==> src/rtl/roulette_wheel_if.sv <==
// Handshake between the roulette wheel (producer) and the game FSM / display (consumer).
// The wheel is the slave side; the game drives spin_req/result_ack.
interface roulette_wheel_if;
  logic       spin_req;
  logic       result_ack;
  logic [4:0] randnum;
  logic       result_valid;
  logic       busy;
  logic [4:0] wheel_pos;
  logic       wheel_step;

  modport master (
    output spin_req, result_ack,
    input  randnum, result_valid, busy, wheel_pos, wheel_step
  );

  modport slave (
    input  spin_req, result_ack,
    output randnum, result_valid, busy, wheel_pos, wheel_step
  );
endinterface

==> src/rtl/roulette_wheel.sv <==
// Decelerating roulette wheel: spins on a spin_req rising edge, lands on an LFSR-chosen
// number after at least MIN_STEPS steps, and holds it until the game acknowledges.
module roulette_wheel #(
  parameter logic [4:0] LFSR_SEED = 5'b00001,
  parameter int         RANGE_MAX = 31,
  parameter logic [7:0] BASE_DIV  = 8'd4,
  parameter logic [7:0] DECEL     = 8'd2,
  parameter logic [5:0] MIN_STEPS = 6'd32
) (
  input  logic               Clock,
  input  logic               reset_n,
  roulette_wheel_if.slave    bus
);

  localparam logic [4:0] RMAX = 5'(RANGE_MAX);

  typedef enum logic [1:0] {IDLE, SPIN, DONE} state_e;

  state_e     state_q;
  logic [4:0] lfsr_q, lfsr_d;
  logic       spin_prev_q;
  logic [4:0] target_q;
  logic [7:0] intv_q, tick_q;
  logic [5:0] cnt_q;
  logic [4:0] pos_q, randnum_q;
  logic       valid_q, busy_q, step_q;

  logic [4:0] tgt, pos_nxt;
  logic [5:0] cnt_nxt;
  logic [8:0] intv_sum;
  logic [7:0] intv_nxt;
  logic       rise, start, land;

  always_comb begin
    lfsr_d   = {lfsr_q[3:0], lfsr_q[4] ^ lfsr_q[2]};
    tgt      = (lfsr_q > RMAX) ? lfsr_q - RMAX : lfsr_q;
    rise     = bus.spin_req & ~spin_prev_q;
    // A rise in DONE restarts the wheel unless the game acks in the same cycle.
    start    = rise & ((state_q == IDLE) | ((state_q == DONE) & ~bus.result_ack));
    pos_nxt  = (pos_q == RMAX) ? 5'd1 : pos_q + 5'd1;
    cnt_nxt  = (cnt_q == 6'd63) ? cnt_q : cnt_q + 6'd1;
    intv_sum = {1'b0, intv_q} + {1'b0, DECEL};
    intv_nxt = intv_sum[8] ? 8'hFF : intv_sum[7:0];
    land     = (cnt_nxt >= MIN_STEPS) && (pos_nxt == target_q);
  end

  always_ff @(posedge Clock) begin
    // Tracks the level through reset too, so a button held across reset is not a new press.
    spin_prev_q <= bus.spin_req;
    if (!reset_n) begin
      state_q   <= IDLE;
      lfsr_q    <= LFSR_SEED;
      target_q  <= 5'd0;
      intv_q    <= 8'd0;
      tick_q    <= 8'd0;
      cnt_q     <= 6'd0;
      pos_q     <= 5'd1;
      randnum_q <= 5'd0;
      valid_q   <= 1'b0;
      busy_q    <= 1'b0;
      step_q    <= 1'b0;
    end else begin
      lfsr_q <= lfsr_d;
      step_q <= 1'b0;
      if (start) begin
        state_q  <= SPIN;
        target_q <= tgt;
        intv_q   <= BASE_DIV;
        tick_q   <= BASE_DIV - 8'd1;
        cnt_q    <= 6'd0;
        busy_q   <= 1'b1;
        valid_q  <= 1'b0;
      end else begin
        case (state_q)
          SPIN: begin
            if (tick_q == 8'd0) begin
              pos_q  <= pos_nxt;
              step_q <= 1'b1;
              cnt_q  <= cnt_nxt;
              intv_q <= intv_nxt;
              tick_q <= intv_nxt - 8'd1;
              if (land) begin
                state_q   <= DONE;
                randnum_q <= target_q;
                valid_q   <= 1'b1;
                busy_q    <= 1'b0;
              end
            end else begin
              tick_q <= tick_q - 8'd1;
            end
          end
          DONE: begin
            if (bus.result_ack) begin
              state_q <= IDLE;
              valid_q <= 1'b0;
            end
          end
          default: state_q <= IDLE;
        endcase
      end
    end
  end

  assign bus.randnum      = randnum_q;
  assign bus.result_valid = valid_q;
  assign bus.busy         = busy_q;
  assign bus.wheel_pos    = pos_q;
  assign bus.wheel_step   = step_q;

endmodule
==> src/flat_wrapper.sv <==
// flat-port wrapper written by rule: the top's interface ports become plain ports
module roulette_wheel_flat 
#(
  parameter logic [4:0] LFSR_SEED = 5'b00001,
  parameter int         RANGE_MAX = 31,
  parameter logic [7:0] BASE_DIV  = 8'd4,
  parameter logic [7:0] DECEL     = 8'd2,
  parameter logic [5:0] MIN_STEPS = 6'd32
)
  (Clock, reset_n, bus_spin_req, bus_result_ack, bus_randnum, bus_result_valid, bus_busy, bus_wheel_pos, bus_wheel_step);
  roulette_wheel_if bus_i ();
  input  logic Clock;
  input  logic reset_n;
  input wire logic [$bits(bus_i.spin_req)-1:0] bus_spin_req;
  input wire logic [$bits(bus_i.result_ack)-1:0] bus_result_ack;
  output wire logic [$bits(bus_i.randnum)-1:0] bus_randnum;
  output wire logic [$bits(bus_i.result_valid)-1:0] bus_result_valid;
  output wire logic [$bits(bus_i.busy)-1:0] bus_busy;
  output wire logic [$bits(bus_i.wheel_pos)-1:0] bus_wheel_pos;
  output wire logic [$bits(bus_i.wheel_step)-1:0] bus_wheel_step;
  assign bus_i.spin_req = bus_spin_req;
  assign bus_i.result_ack = bus_result_ack;
  assign bus_randnum = bus_i.randnum;
  assign bus_result_valid = bus_i.result_valid;
  assign bus_busy = bus_i.busy;
  assign bus_wheel_pos = bus_i.wheel_pos;
  assign bus_wheel_step = bus_i.wheel_step;
  roulette_wheel #(.LFSR_SEED(LFSR_SEED), .RANGE_MAX(RANGE_MAX), .BASE_DIV(BASE_DIV), .DECEL(DECEL), .MIN_STEPS(MIN_STEPS)) u_core (.Clock(Clock), .reset_n(reset_n), .bus(bus_i));
endmodule
==> config.mk <==
export PLATFORM = sky130hd
export DESIGN_NAME = roulette_wheel_flat
export DESIGN_NICKNAME = d
export VERILOG_FILES = /design/src/rtl/roulette_wheel_if.sv /design/src/rtl/roulette_wheel.sv /design/src/flat_wrapper.sv
export SDC_FILE = /design/constraint.sdc
export NUM_CORES = 1
export LEC_CHECK = 0
export ABC_AREA = 1
export CORE_AREA = 2 2 81 63
export CTS_BUF_LIST = sky130_fd_sc_hd__clkbuf_4 sky130_fd_sc_hd__clkbuf_8
export DETAILED_ROUTE_END_ITERATION = 10
export DIE_AREA = 0 0 83 65
export PLACE_DENSITY = 0.73
export SLEW_MARGIN = 10
export SYNTH_ARGS = -nofsm -noshare
export SYNTH_HDL_FRONTEND = slang
export SYNTH_SLANG_ARGS = --single-unit
==> constraint.sdc <==
create_clock -name Clock -period 3.1 [get_ports Clock]
set_input_delay 0.62 -clock Clock [delete_from_list [all_inputs] [get_ports Clock]]
set_output_delay 0.62 -clock Clock [all_outputs]
set_load 0.02 [all_outputs]
# Word level (Yosys, flattened, before mapping)
# Cells that the tools add are included.
# W data, S select, Z words.
# word_totals
in_bits,4
output_inout_bits,13
elab_cells,85
reg_bits,48
# classes
n_reduce_logical,17
n_lt_le_gt_ge,2
bitwise_logic,10
n_eq_ne,11
muxes,24
addsub,6
# ops
cell,n
$mux W8,2
$sub A8 B1 Y8 const B,2
$reduce_and A3 Y1,4
$mux W2,5
$mux W5,2
$add A8 B2 Y9 const B,1
$mux W1,9
$mux W3,3
$logic_not A8 Y1,1
$reduce_and A4 Y1,2
$reduce_bool A2 Y1,4
$add A6 B1 Y6 const B,1
$eq A6 B6 Y1 const B,1
$ge A6 B6 Y1 const B,1
$mux W6,1
$ne A3 B1 Y1 const B,2
$add A5 B1 Y5 const B,1
$eq A5 B5 Y1,1
$eq A5 B5 Y1 const B,1
$gt A5 B5 Y1 const B,1
$not A1 Y1,5
$sub A5 B5 Y5 const B,1
$ne A2 B1 Y1 const B,2
$pmux W2 S2,1
13 further kinds,16

# Longest topological paths before layout
# Gate-level depths: netlist of the first run.
# depth
ltp_word,8
ltp_mapped,14
mapped_depth_nobuf,14

# Least setup slack after synthesis of the first run
# Ideal clock, no wire load.
# synth_timing
kind,register to register
startpoint,register u_core.pos_q[0] (netlist: u_core.bus.wheel_pos[0])
endpoint,register u_core.randnum_q[0] (netlist: u_core.bus.randnum[0])
required_time_ns,2.985
path_stages_with_launch,13
path_buffers,0
setup_slack_ns,1.052
arrival_time_ns,1.933
period_less_slack_ns,2.048
setup_ns,0.115
cell_sequence,dfxtp_1 -> ha_1 -> nand2_1 -> nor2_1 -> ha_1 -> xnor2_1 -> nand2_1 -> nor2_1 -> nand3_2 -> nor2_4 -> nand2_4 -> o21ai_1 -> nor2_1
# synth_via
elab_chain_cells,5
elab_cells_between_ends,6
classes_between,add/sub (1); eq/ne (2); mux (1); reduce/logical (2)
# synth_lines
element,line_no,rtl
"start, declared",roulette_wheel.sv:25,"logic [4:0] pos_q, randnum_q;"
"start signal, assigned",roulette_wheel.sv:77,pos_q <= pos_nxt;
$add A5 B1 Y5 or $eq A5 B5 Y1 (tied branches),roulette_wheel.sv:40,pos_nxt = (pos_q == RMAX) ? 5'd1 : pos_q + 5'd1;
$mux W5 (*),roulette_wheel.sv:40,
via u_core.pos_nxt[4],roulette_wheel.sv:28,"logic [4:0] tgt, pos_nxt;"
$eq A5 B5 Y1 (*),roulette_wheel.sv:44,land = (cnt_nxt >= MIN_STEPS) && (pos_nxt == target_q);
$logic_and A1 B1 Y1 (*),roulette_wheel.sv:44,
$reduce_and A4 Y1 (no source line) (*),n/a,
"end signal, assigned",roulette_wheel.sv:84,randnum_q <= target_q;
"end, declared",roulette_wheel.sv:25,
# Mark *: on every way through the listed nets, which the timed path passes. The rest lies on a longest branch.
# A chain may end at the register's enable or synchronous reset.

# Final worst setup path of the first run
# layout_timing
startpoint,register u_core.pos_q[0] (netlist: u_core.bus.wheel_pos[0])
endpoint,register u_core.randnum_q[4] (netlist: u_core.bus.randnum[4])
# The elaborated chain is that of the path after synthesis.

==> results of run 1 <==
-- state kept, by name (all words and copies together) (netlist names), 2 cells and up, named ones only --
register	count
u_core.tick_q	8
u_core.bus.wheel_pos	5
u_core.bus.randnum	5
u_core.state_q	2
u_core.lfsr_q	5
u_core.intv_q	8
u_core.cnt_q	4
u_core.target_q	5
-- cell type report --
cell class	count	area, sq um	area share
inverter	43	161	0.0580
timing repair buffer	19	183	0.0656
multi-input combinational	242	1310	0.471
clock buffer	6	82.6	0.0297
sequential	48	961	0.345
tap	60	75.1	0.0270
clock inverter	1	8.76	0.00315
-- through the flow --
step                      hold slack [ns]  std cells
after global placement              0.452        412
after CTS                           0.470        419
after global routing                0.495        419
after detailed placement            0.457        412
after floorplan                     0.433        339
final                               0.465        419
-- critical path, cell delays in order, from the launching register on --
cell and delay (ns):
dfxtp_1 0.42, ha_1 0.20, nand2_1 0.09, nor2_1 0.11
ha_1 0.26, xnor2_1 0.15, nand2_1 0.07, nor2_1 0.13
nand3_2 0.10, nor2_4 0.21, nand2_4 0.12, o21ai_1 0.18
nor2_1 0.06
-- power groups by stage --
stage	Clock, uW	Sequential (uW)	Combinational, uW
4_1_cts	394	668	268
3_3_place_gp	0	682	262
2_1_floorplan	0	686	198
6_report	382	668	269
3_5_place_dp	0	682	266
5_1_grt	422	673	302
-- worst max-delay path by stage --
stage                                        from  slack (ns)               endpoint  cells after the start
after floorplan           u_core.bus.wheel_pos[0]        1.05  u_core.bus.randnum[0]                     12
final                     u_core.bus.wheel_pos[0]        0.88  u_core.bus.randnum[4]                     12
after global routing      u_core.bus.wheel_pos[0]        0.70  u_core.bus.randnum[4]                     12
after CTS                 u_core.bus.wheel_pos[0]        0.89  u_core.bus.randnum[4]                     12
after global placement               bus_spin_req        0.83               register                      9
after detailed placement             bus_spin_req        0.77               register                      9
-- cell usage in the layout (no fill, tap or decap), types with 3 or more instances in the layout --
cell type	instances
nand2_1	71
dfxtp_1	48
inv_1	39
nor2_1	37
a21oi_1	30
o21ai_0	19
nand3_1	18
clkdlybuf4s50_1	16
nand2_2	8
ha_1	7
nand4_1	6
nand3_2	6
clkbuf_8	6
nor2_2	5
o21ai_1	5
nor2_4	4
inv_2	4
o211ai_1	4
nand2_4	3
a21oi_2	3
xnor2_1	3
buf_4	3
-- cell families after synthesis --
logic type               count (synthesis)  share of synthesized area
buffers and inverters                   49                     0.0777
AO/OA/AOI/OAI                           67                      0.154
XOR/XNOR                                 4                     0.0142
flip-flops                              48                      0.390
adder cells (fa/ha/maj)                  7                     0.0355
AND/OR/NAND/NOR                        164                      0.329
-- layer usage --
metal / part of all wire / wire (microns)
met3: 0.037 / 189
met1: 0.54 / 2760
met2: 0.41 / 2120
met5: 0 / 0
met4: 0.010 / 51
==> results.md, run 1 <==
* Diodes inserted at 0
* Combinational Power Share at 0.204
* RSZ-0062 raised after global routing: false
* Via Count at 2,104
* CTS buffer count at 5
* Number of global-route vias before repair at 1,951
* Seq cells post-synth at 48
* Total power draw at 1320 uW
* Avg Cell Area, Syn at 7.27 sq um
* Port Buffers at 16
* Clock Path Buffers at 2
* CP Data Arrival Time at 2.41 ns
* FMAX at 0.451 GHz
* Post-detailed-route via-to-cell ratio at 5.02
* Detail Route Antenna Nets at 0
* DR iter-0 viols at 109
* Iteration count of the initial detailed-routing pass at 4
* Largest area contributor in the synthesized netlist: dfxtp_1
* # nets final at 370
* Clock transition at path regs at 0.09 ns
* Hold_buf cts at 0
* Synth warnings at 0
* Final core utilization at 0.591
* Top FF cell, synth: dfxtp_1
* Clock network fraction of design power at 0.290
* Worst Hold Class: register to register
* Drt drc at 0
* EDFF count, synth at 0
* Die area at 5400 sq um
* Slew Viols, Final at 0
* # clock sinks at 48
* Async SR Flop Fraction at 0
* Hpwl dp at 3.73 mm
* Antenna violations before repair at 0
* Distinct cells, synth at 33
* Met1 usage at 0.289
* Post-CTS setup buffer count at 0
* Die extent in x at 83 microns
* Lkg Pwr at 0.00116 uW
* Maxcap violations at 0
* Crit Path Class: register to register
* Most frequent cell after synthesis: nand2_1
* Min-delay src: u_core.bus.busy
* Die Span Y at 65 microns
* Post-CTS sizing at 0
* VDD IR-drop max at 0.000335 V
* Skew final at 0.00737 ns
* Sw Ratio at 0.306
* FF-to-FF End: u_core.bus.randnum[4]
* Post-Syn Nets at 350
* TritonCTS clock tree: built
* Final Hold Viols at 0
* Grt met3 use at 0.0446
* Crit Reg-Reg Startpoint: u_core.bus.wheel_pos[0]
* Clock Root Buffer: clkbuf_8
* Top cells by count, synth: nand2_1 (71), dfxtp_1 (48), inv_1 (39)
* Pint at 916 uW
* Share of the synthesized area in the top cell type at 0.390
* Sequential power share at 0.506
* Core area at 4710 sq um
* Status: completed
* WL/cell at 12.2 microns
* Met2 usage at 0.320
* Register area share after synthesis at 0.390
* Reg2reg path depth at 12
* Normalized max-slew margin at 0.702
* Largest net degree at the start of global routing at 19
* DP Worst Slack at 0.772 ns
* Overall routing resource usage at 0.206
* Required time of the critical path at 3.30 ns
* Fillers at 427
* Worst hold stages at 2
* P_sw at 403 uW
* Detailed Route WL at 5.12 mm
* Post-Layout Inst Area at 2780 sq um
* Worst-path maximum fanout at 8
* Least-Margin Pin Slew at 0.446 ns
* Syn-to-layout area delta at 12.9%
* Placer congestion estimate at 0.870
* Final setup margin at 0.883 ns
* Synth Instances at 339
* Min-Delay Endpoint: u_core.bus.busy
* Fin crit period at 2.22 ns
* FP Rows at 22
* Setup violators final at 0
* Startpoint Class: register
* PwrDens at 474 nW/um^2
* First-pass GRT wire length at 8.95 mm
* Final period utilization at 0.715
* Starting Density at 0.524
* GRT busiest layer: met2
* Sum Neg Setup Slack at 0 ns
* H-Tree Depth at 2
* Synth area leaders: dfxtp_1 (39%), nand2_1 (11%), a21oi_1 (6.1%), inv_1 (5.9%), nor2_1 (5.6%)
* Clock Latency Late Sink at 0.30 ns
* Mapped Area at 2460 sq um
* # IOs at 17
* Layout cells sized above 1 at 0.128
* Worst Setup End Kind: register
* Overflow after GRT at 0
* DP Area at 2690 sq um
* Reg2reg setup slack at 0.88 ns
Power figures use the tool's default switching activity.
==> run 2: changes to the inputs <==
- PLACE_DENSITY: 0.73 -> 0.76
- clock period: 3.1 -> 2 ns (I/O delays scaled with it)
==> results.md, run 2 (synthesized netlist as in run 1, its figures left out) <==
* Status: completed
* Clock Path Buffers at 2
* Crit path cell chain: ha_4 > nand2_4 > nor2_2 > ha_1 > xnor2_1 > nand2_1 > nor2_2 > nand3_2 > nor2_4 > nand2_4 > o21ai_2 > nor2_1
* Detailed Route WL at 5.49 mm
* RSZ-0062 raised after global routing: true
* Placer congestion estimate at 0.832
* Total power draw at 2080 uW
* Worst-path maximum fanout at 8
* DR iter-0 viols at 134
* Largest stage delay, worst path at 0.36 ns
* Overflow after GRT at 0
* # clock sinks at 48
* PwrDens at 716 nW/um^2
* Met1 usage at 0.320
* Crit Path Class: register to register
* Port Buffers at 16
* Critical Path Start: u_core.bus.wheel_pos[1]
* # IOs at 17
* DP Worst Slack at 0.0296 ns
* WL/cell at 12.8 microns
* Via Count at 2,219
* Setup crit end: u_core.bus.randnum[1]
* Core area at 4710 sq um
* Most common cell after layout, fill and taps aside: nand2_1
* Overall routing resource usage at 0.215
* Clock Root Buffer: clkbuf_8
* Worst Hold Class: register to register
* Startpoint Class: register
* Crit Reg-Reg Startpoint: u_core.bus.wheel_pos[1]
* Final Hold Viols at 0
* FF-to-FF End: u_core.bus.randnum[1]
* Fin crit period at 1.95 ns
* TritonCTS clock tree: built
* Least-Margin Pin Slew at 0.372 ns
* First-pass GRT wire length at 9.40 mm
* Lkg Pwr at 0.00123 uW
* CP Data Arrival Time at 2.15 ns
* VDD IR-drop max at 0.000501 V
* Detail Route Antenna Nets at 0
* Skew final at 0.00985 ns
* Die extent in x at 83 microns
* Reg2reg setup slack at 0.05 ns
* Maxcap violations at 0
* Biggest regs: u_core.intv_q x8, u_core.tick_q x8
* Reg2reg path depth at 12
* Slew Viols, Final at 0
* Hold_ws at 0.475 ns
* Grt met3 use at 0.0344
* Starting Density at 0.524
* CTS buffer count at 5
* Number of global-route vias before repair at 2,027
* Largest net degree at the start of global routing at 18
* Final setup margin at 0.0468 ns
* Required time of the critical path at 2.20 ns
* Iteration count of the initial detailed-routing pass at 4
* Worst Setup End Kind: register
* Setup violators final at 0
* FMAX at 0.512 GHz
* Die Span Y at 65 microns
* Drt drc at 0
* Final period utilization at 0.977
* GRT busiest layer: met2
* Hpwl dp at 3.96 mm
* Post-detailed-route via-to-cell ratio at 5.17
* Normalized max-slew margin at 0.752
* Met2 usage at 0.325
* H-Tree Depth at 2
* Die area at 5400 sq um
* Clock transition at path regs at 0.09 ns
* Syn-to-layout area delta at 17.7%
* Antenna violations before repair at 0
* # nets final at 379
* Diodes inserted at 0
* FP Rows at 22
* Most frequent cells in the layout: nand2_1 (70), dfxtp_1 (46), inv_1 (38)
* Layout cells sized above 1 at 0.184
* Clock Latency Late Sink at 0.30 ns
* CP max-delay cell: dfxtp_4
-- run 2: cell count changes in the layout (fill, tap and decap cells not counted), moves of 2 or more --
cell / before / now
o21ai_1: 5 / 0
o21ai_2: 0 / 5
dfxtp_1: 48 / 46
nor2_1: 37 / 35
buf_4: 3 / 12
nor2_2: 5 / 7
-- run 2: report_power, final --
part / switching, uW / total, uW / internal [uW]
Clock: 339 / 590 / 251
Sequential: 40.7 / 1040 / 997
Combinational: 284 / 448 / 164
Total: 664 / 2080 / 1410
-- run 2: worst min-delay path by stage --
stage | startpoint | endpoint | slack, ns | depth (start not counted)
floorplan | bus_spin_req | u_core.spin_prev_q | 0.43 | 0
detailed placement | u_core.lfsr_q[2] | u_core.lfsr_q[3] | 0.46 | 2
global placement | u_core.intv_q[0] | u_core.intv_q[0] | 0.46 | 2
global route | u_core.intv_q[0] | u_core.intv_q[0] | 0.49 | 2
CTS | u_core.intv_q[0] | u_core.intv_q[0] | 0.48 | 2
finish | u_core.intv_q[0] | u_core.intv_q[0] | 0.47 | 2
-- run 2: critical path, delay by kind of cell (launching register included) --
family	cells	cell delay [ns]
AOI/OAI and AO/OA	1	0.15
xor gates and xnor gates	1	0.16
adders and majority gates	2	0.48
DFF	1	0.36
and+or+nand+nor	8	0.71
-- run 2: what timing repair did --
| action | CTS | global route |
|---|---|---|
| hold buffers | 0 | 0 |
| setup buffers | 0 | 4 |
| setup endpoints to repair | 0 | 9 |
| resized for setup | 0 | 13 |
-- run 2: layout make-up --
class | count | area (sq um)
Tap cell | 60 | 75.1
Inverter | 43 | 161
Sequential cell | 48 | 966
Clock buffer | 5 | 68.8
Fill cell | 443 | 1810
Timing Repair Buffer | 28 | 250
Clock inverter | 3 | 22.5
Multi-Input combinational cell | 242 | 1360
-- run 2: per-layer routing --
metal / vias to the layer above / part of all wire / wire [microns]
met3: 5 / 0.048 / 262
met2: 46 / 0.42 / 2310
met5: - / 0 / 0
met1: 1004 / 0.52 / 2870
li1: 1164 / - / -
met4: 0 / 0.0084 / 46
-- run 2: stage by stage --
step                 util  cell area, sq um  std cells  setup TNS [ns]
floorplan               -              2470        339               0
global placement    0.581              2730        417               0
detailed placement  0.581              2730        417               0
CTS                 0.600              2820        425               0
global route        0.616              2900        429         -0.0656
finish              0.616              2900        429               0
==> run 3: changes to the inputs <==
- SLEW_MARGIN: 10 -> 20
==> results of run 3 <==
The final DEF is identical to that of run 2; final timing and power are the same.
